[config.mk]
export PLATFORM = sky130hd
export DESIGN_NAME = mem_port_arbiter
export DESIGN_NICKNAME = d
export VERILOG_FILES = /design/src/rtl/mem_port_arbiter.sv
export SDC_FILE = /design/constraint.sdc
export NUM_CORES = 1
export LEC_CHECK = 0
export CAP_MARGIN = 0
export CORE_ASPECT_RATIO = 1.1
export CORE_UTILIZATION = 39
export DETAILED_ROUTE_END_ITERATION = 7
export HOLD_SLACK_MARGIN = 0.02
export PLACE_DENSITY = 0.82
export SYNTH_ARGS = -nofsm -noshare
export SYNTH_HDL_FRONTEND = slang
export SYNTH_SLANG_ARGS = --single-unit
[constraint.sdc]
create_clock -name clk -period 2.3 [get_ports clk]
set_input_delay 0.46 -clock clk [delete_from_list [all_inputs] [get_ports clk]]
set_output_delay 0.46 -clock clk [all_outputs]
set_load 0.005 [all_outputs]
[src/rtl/mem_port_arbiter.sv]
// Two-requester arbiter (fetch vs. load/store) for one shared memory port.
// Optional round-robin tie-break on simultaneous requests when MEM_ARB_RR_EN is defined.
module mem_port_arbiter #(
  parameter int unsigned ADDR_W  = 32,
  parameter int unsigned DATA_W  = 32,
  parameter int unsigned MEM_LAT = 1
) (
  input  logic              clk,
  input  logic              reset,
  input  logic              if_req,
  input  logic [ADDR_W-1:0] if_addr,
  output logic              if_grant,
  output logic              if_rvalid,
  output logic [DATA_W-1:0] if_rdata,
  input  logic              d_req,
  input  logic              d_we,
  input  logic [ADDR_W-1:0] d_addr,
  input  logic [DATA_W-1:0] d_wdata,
  output logic              d_grant,
  output logic              d_rvalid,
  output logic [DATA_W-1:0] d_rdata,
  output logic              mem_en,
  output logic              mem_we,
  output logic [ADDR_W-1:0] mem_addr,
  output logic [DATA_W-1:0] mem_wdata,
  input  logic [DATA_W-1:0] mem_rdata,
  output logic              stall
);

  typedef enum logic {IDLE, RD_WAIT} state_e;

  localparam logic [2:0] CNT_LOAD = 3'(MEM_LAT - 1);

  state_e            state_q;
  logic [2:0]        cnt_q;
  logic              owner_q;   // 1 = data path owns the outstanding read
  logic [ADDR_W-1:0] addr_q;
  logic [DATA_W-1:0] if_rdata_q;
  logic [DATA_W-1:0] d_rdata_q;
  logic              idle;
  logic              rd_done;
  logic              pick_d;

`ifdef MEM_ARB_RR_EN
  logic last_d_q;   // 1 = data was granted most recently
`endif

  always_comb begin
    idle    = (state_q == IDLE) && !reset;
    rd_done = (state_q == RD_WAIT) && (cnt_q == '0) && !reset;
`ifdef MEM_ARB_RR_EN
    pick_d  = d_req && (!if_req || !last_d_q);
`else
    pick_d  = d_req;
`endif
    d_grant   = idle && pick_d;
    if_grant  = idle && if_req && !pick_d;
    mem_en    = d_grant || if_grant;
    mem_we    = d_grant && d_we;
    mem_wdata = d_grant ? d_wdata : '0;
    if (state_q == RD_WAIT) mem_addr = addr_q;
    else if (d_grant)       mem_addr = d_addr;
    else                    mem_addr = if_addr;
    if_rvalid = rd_done && !owner_q;
    d_rvalid  = rd_done && owner_q;
    // Read data is forwarded in the rvalid cycle and held from the capture register afterwards.
    if_rdata  = if_rvalid ? mem_rdata : if_rdata_q;
    d_rdata   = d_rvalid  ? mem_rdata : d_rdata_q;
    stall     = !reset && ((if_req && !if_grant) || (d_req && !d_grant) ||
                           (state_q == RD_WAIT));
  end

  always_ff @(posedge clk) begin
    if (reset) begin
      state_q    <= IDLE;
      cnt_q      <= '0;
      owner_q    <= 1'b0;
      addr_q     <= '0;
      if_rdata_q <= '0;
      d_rdata_q  <= '0;
`ifdef MEM_ARB_RR_EN
      last_d_q   <= 1'b0;
`endif
    end else begin
      if (if_rvalid) if_rdata_q <= mem_rdata;
      if (d_rvalid)  d_rdata_q  <= mem_rdata;
      case (state_q)
        IDLE: begin
          if (mem_en) begin
            owner_q <= d_grant;
            addr_q  <= mem_addr;
`ifdef MEM_ARB_RR_EN
            last_d_q <= d_grant;
`endif
            if (!mem_we) begin
              state_q <= RD_WAIT;
              cnt_q   <= CNT_LOAD;
            end
          end
        end
        RD_WAIT: begin
          if (cnt_q == '0) state_q <= IDLE;
          else             cnt_q   <= cnt_q - 3'd1;
        end
      endcase
    end
  end

endmodule

### Word-level counts from Yosys, hierarchy flattened

Index checks and enable logic that the tools add are counted.

* reductions and logical operators: 23
* multiplexer cells: 13
* eq/ne operators: 3
* $add $sub $neg: 1
* bitwise logic cells: 1

Operator list (number)
* 32-bit 2-to-1 mux: 5
* 1-bit logical AND: 12
* 3-bit 2-to-1 mux: 3
* 2-bit inequality test (second input constant): 3
* 3-bit case mux with 2 select lines: 1
* 1-bit logical NOT: 5
* 3-bit logical NOT: 1
* 1-bit logical OR: 3
* 1-bit 2-to-1 mux: 3
* 3-bit AND reduction: 1
* 3-bit by 1-bit subtractor with 3-bit output (second input constant): 1
* 1-bit case mux with 2 select lines: 1
* 2-bit AND reduction: 1
* 1-bit inverter: 1

* register bits after elaboration: 101

### Longest topological paths before layout

* depth in word-level cells: 9
* mapped depth: 9
* depth with buffers taken out: 7

### Worst setup path before layout

OpenSTA, ideal clock, no wires.

* path kind: register -> output
* start: reg cnt_q[0]
* end: out d_rdata[10]
* data required time: 1.840 ns
* cell stages (with the launch flop): 8
* path buffers: 1
* setup slack: 0.470 ns
* arrival: 1.370 ns
* path through: dfxtp_1 > inv_1 > ha_1 > ha_1 > nand4b_2 > clkbuf_1 > nand2_1 > nand2_1

* word-level cells in the longest chain between the ends: 5

RTL lines
* start: declaration: line 35 `logic [2:0] cnt_q;`
* start signal: assignment: line 103 `else cnt_q <= cnt_q - 3'd1;`
* 3-bit logical NOT: line 50 `rd_done = (state_q == RD_WAIT) && (cnt_q == '0) && !reset;`
* 1-bit logical AND (2 in a row): line 50
* 1-bit logical AND: line 65 `d_rvalid = rd_done && owner_q;`
* 32-bit 2-to-1 mux: line 68 `d_rdata = d_rvalid ? mem_rdata : d_rdata_q;`
* end: declaration: line 21 `output logic [DATA_W-1:0] d_rdata,`

Every way passes these cells.

### Worst setup path after layout

* start: reg cnt_q[1]
* end: out d_rdata[15]

Same word-level chain as after synthesis.

==> flow_metrics.env <==
export IMPL_final_hold_viol_count=0
export IMPL_cp_arrival_ps=2000
export IMPL_final_common_cell="clkdlybuf4s50_1"
export IMPL_dp_slack_ps=-378
export IMPL_slowest_stage="dfxtp_2"
export IMPL_netlist_area_um2=4880
export IMPL_postSynthNetCount=765
export IMPL_crit_chain="inv_2 > ha_4 > ha_4 > buf_6 > nand4b_4 > inv_6 > buf_6 > buf_12 > buf_16 > nand2_4 > nand2_1 > buf_2"
export IMPL_crit_path_start="cnt_q[1]"
export IMPL_yosys_warnings=0
export IMPL_grt_antenna_before_repair=1
export IMPL_worstMarginPinSlew_ps=701
export IMPL_regToRegSetupSlack_ps=-40
export IMPL_grt_max_degree=55
export IMPL_die_w_um=109
export IMPL_reg2reg_depth=17
export IMPL_setup_violations=38
export IMPL_vias=6210
export IMPL_rows=42
export IMPL_synthCells=630
export IMPL_core_area_um2=12100
export IMPL_vias_per_cell=5.34
export IMPL_tritoncts="built"
export IMPL_relSlewSlack_pct=53.3
export IMPL_overflow=0
export IMPL_r2r_end="d_rdata_q[25]"
export IMPL_place_area_um2=8130
export IMPL_start_util_pct=40.2
export IMPL_yosysSeqAreaShare_pct=41.4
export IMPL_htree_levels=3
export IMPL_crit_path_end="d_rdata[15]"
export IMPL_clkLatencyLatePin_ps=350
export IMPL_grt_total_usage_pct=29.4
export IMPL_layout_nets=1140
export IMPL_hold_path_class="reg -> reg"
export IMPL_start_kind="flop"
export IMPL_skew_ps=14.9
export IMPL_ys_ff_latch=101
export IMPL_rr_startpoint="cnt_q[1]"
export IMPL_rsz0062_at_grt="yes"
export IMPL_cp_end_kind="output port"
export IMPL_place_hpwl_mm=11.8
export IMPL_period_needed_ps=2460
export IMPL_grt_pass1_wl_mm=29.6
export IMPL_drive_gt1_share_pct=35.3
export IMPL_vdd_drop_max_mv=0.436
export IMPL_cts_root_buf="clkbuf_16"
export IMPL_routed_wl_mm=21.9
export IMPL_die_area_um2=13000
export IMPL_fin_area_um2=9660
export IMPL_grt_pass1_vias=6073
export IMPL_max_cap_violations=0
export IMPL_drtAntennaViolNets=0
export IMPL_power_density_nw_per_um2=460
export IMPL_fmax_mhz=407
export IMPL_first_iter_violations=373
export IMPL_hp_start="addr_q[26]"
export IMPL_most_common_layout_cells="158 x clkdlybuf4s50_1, 109 x nand2_1, 98 x dfxtp_1"
export IMPL_num_antenna_cells=0
export IMPL_ys_types=31
export IMPL_cts_buffer_depth=2
export IMPL_syn_area_per_cell_um2=7.75
export IMPL_status="finished, violations left"
export IMPL_finalMaxSlewViolations=0
export IMPL_cts_buffers=9
export IMPL_cpPeakStageDelay_ps=320
export IMPL_fin_ws_ps=-159
export IMPL_setup_tns_ps=-3140
export IMPL_wl_per_cell_um=18.8
export IMPL_clkSlewWorstSetupHoldPaths_ps=70
export IMPL_violations="setup timing"
export IMPL_pin_count=268
export IMPL_die_height_um=119
export IMPL_nFillCells=759
export IMPL_cp_max_fo=5
export IMPL_drc=0
export IMPL_gp_congestion=0.818
export IMPL_crit_type="reg -> out"
export IMPL_numClockSinks=101
export IMPL_dr_pass1_iters=5
export IMPL_p_leak_nw=5.09
export IMPL_worstPathRequired_ps=1840
export IMPL_finalCritPeriodShare_pct=107
export IMPL_layout_area_overhead_vs_synth_pct=97.9
export IMPL_portBuffers=267
==> area by class of cell <==
class,count,area (um2),area share (%)
well taps,154,193,1.99
clock inverters,7,91.3,0.945
clock buffers,9,225,2.33
multi-input cells,476,3140,32.5
repair buffers,410,3950,40.9
flip-flops and latches,101,2030,21.0
inverters,7,36.3,0.375
==> worst min-delay path by stage <==
stage / to / slack, ps / depth (start not counted)
after floorplan: addr_q[0] / 430 / 1
after global placement: addr_q[16] / 430 / 1
after detailed placement: addr_q[26] / 440 / 1
after CTS: addr_q[25] / 460 / 1
after global routing: addr_q[14] / 470 / 1
final: addr_q[26] / 450 / 1
==> synthesized netlist by cell type <==
library cell	instances	area, um2
and2_1	33	206
a311oi_1	1	8.76
nand2_1	226	848
and2b_1	1	7.51
xnor2_1	1	8.76
nand4b_2	1	15.0
dfxtp_1	101	2020
nor3_1	1	5.00
a22o_1	32	280
clkbuf_2	2	10.0
o21ai_1	4	20.0
inv_2	2	7.51
nand2b_1	3	18.8
a21o_1	32	240
a21oi_1	66	330
clkbuf_1	16	60.1
a211oi_1	1	7.51
a2111oi_0	2	17.5
o21ai_0	29	145
mux2i_1	32	320
ha_1	2	25.0
nor3b_2	1	12.5
nor2_1	4	15.0
inv_1	5	18.8
nand4bb_1	1	11.3
buf_1	1	3.75
nor4b_4	1	23.8
buf_4	5	37.5
buf_6	4	45.0
o21ba_2	2	20.0
buf_2	18	90.1
==> power breakdown <==
group / internal (W) / switching (W)
clock: 0.000877 / 0.000767
combinational: 0.000577 / 0.000379
sequential: 0.00181 / 0.0000357
total: 0.00327 / 0.00118
==> routing by layer <==
metal / wire length [um] / share of wire [%] / track usage (%)
met1: 7790 / 36 / 31.0
met3: 2290 / 10 / 8.70
met5: 13 / 0.059 / 0
met2: 11000 / 50 / 52.4
met4: 813 / 3.7 / 14.1
==> per-stage QoR <==
stage          total power [W]  util [%]  std cells  hold slack, ps
2_1_floorplan          0.00218         -        630             426
3_3_place_gp           0.00273      67.0       1077             433
3_5_place_dp           0.00274      67.0       1077             439
4_1_cts                0.00440      76.9       1158             457
5_1_grt                0.00462      79.6       1164             474
6_report               0.00445      79.6       1164             453
==> repair_timing <==
item | 4_1_cts | 5_1_grt
hold endpoints to repair | 0 | 0
setup buffers | 57 | 7
hold buffers | 0 | 0
pin swaps | 34 | 20
gates resized for setup | 442 | 103
endpoints found under the setup margin | 135 | 86
gates cloned | 8 | 0
==> critical path: cells and delay by family, from the launching register on <==
| kind | cells | cell delay (ps) |
|---|---|---|
| buf+inv | 7 | 760 |
| flops | 1 | 320 |
| simple gates | 3 | 280 |
| fa+ha+maj | 2 | 290 |
==> kinds of logic (layout without fill, tap and decap cells) <==
family                   count (synthesis)  count (layout)  synth area share (%)
multiplexers                            32              32                  6.56
buffers and inverters                   53             433                  5.59
flip-flops                             101             101                  41.4
AND/OR/NAND/NOR                        272             272                  23.8
adder cells (fa/ha/maj)                  2               2                 0.512
XOR/XNOR                                 1               1                 0.179
AO/OA/AOI/OAI                          169             169                  21.9
==> state kept, by name, summed over array words and instances, names as in the netlist <==
signal and cells:
cnt_q 3, d_rdata_q 32, addr_q 32, state_q 1
owner_q 1, if_rdata_q 32
Power figures use the tool's default switching activity.
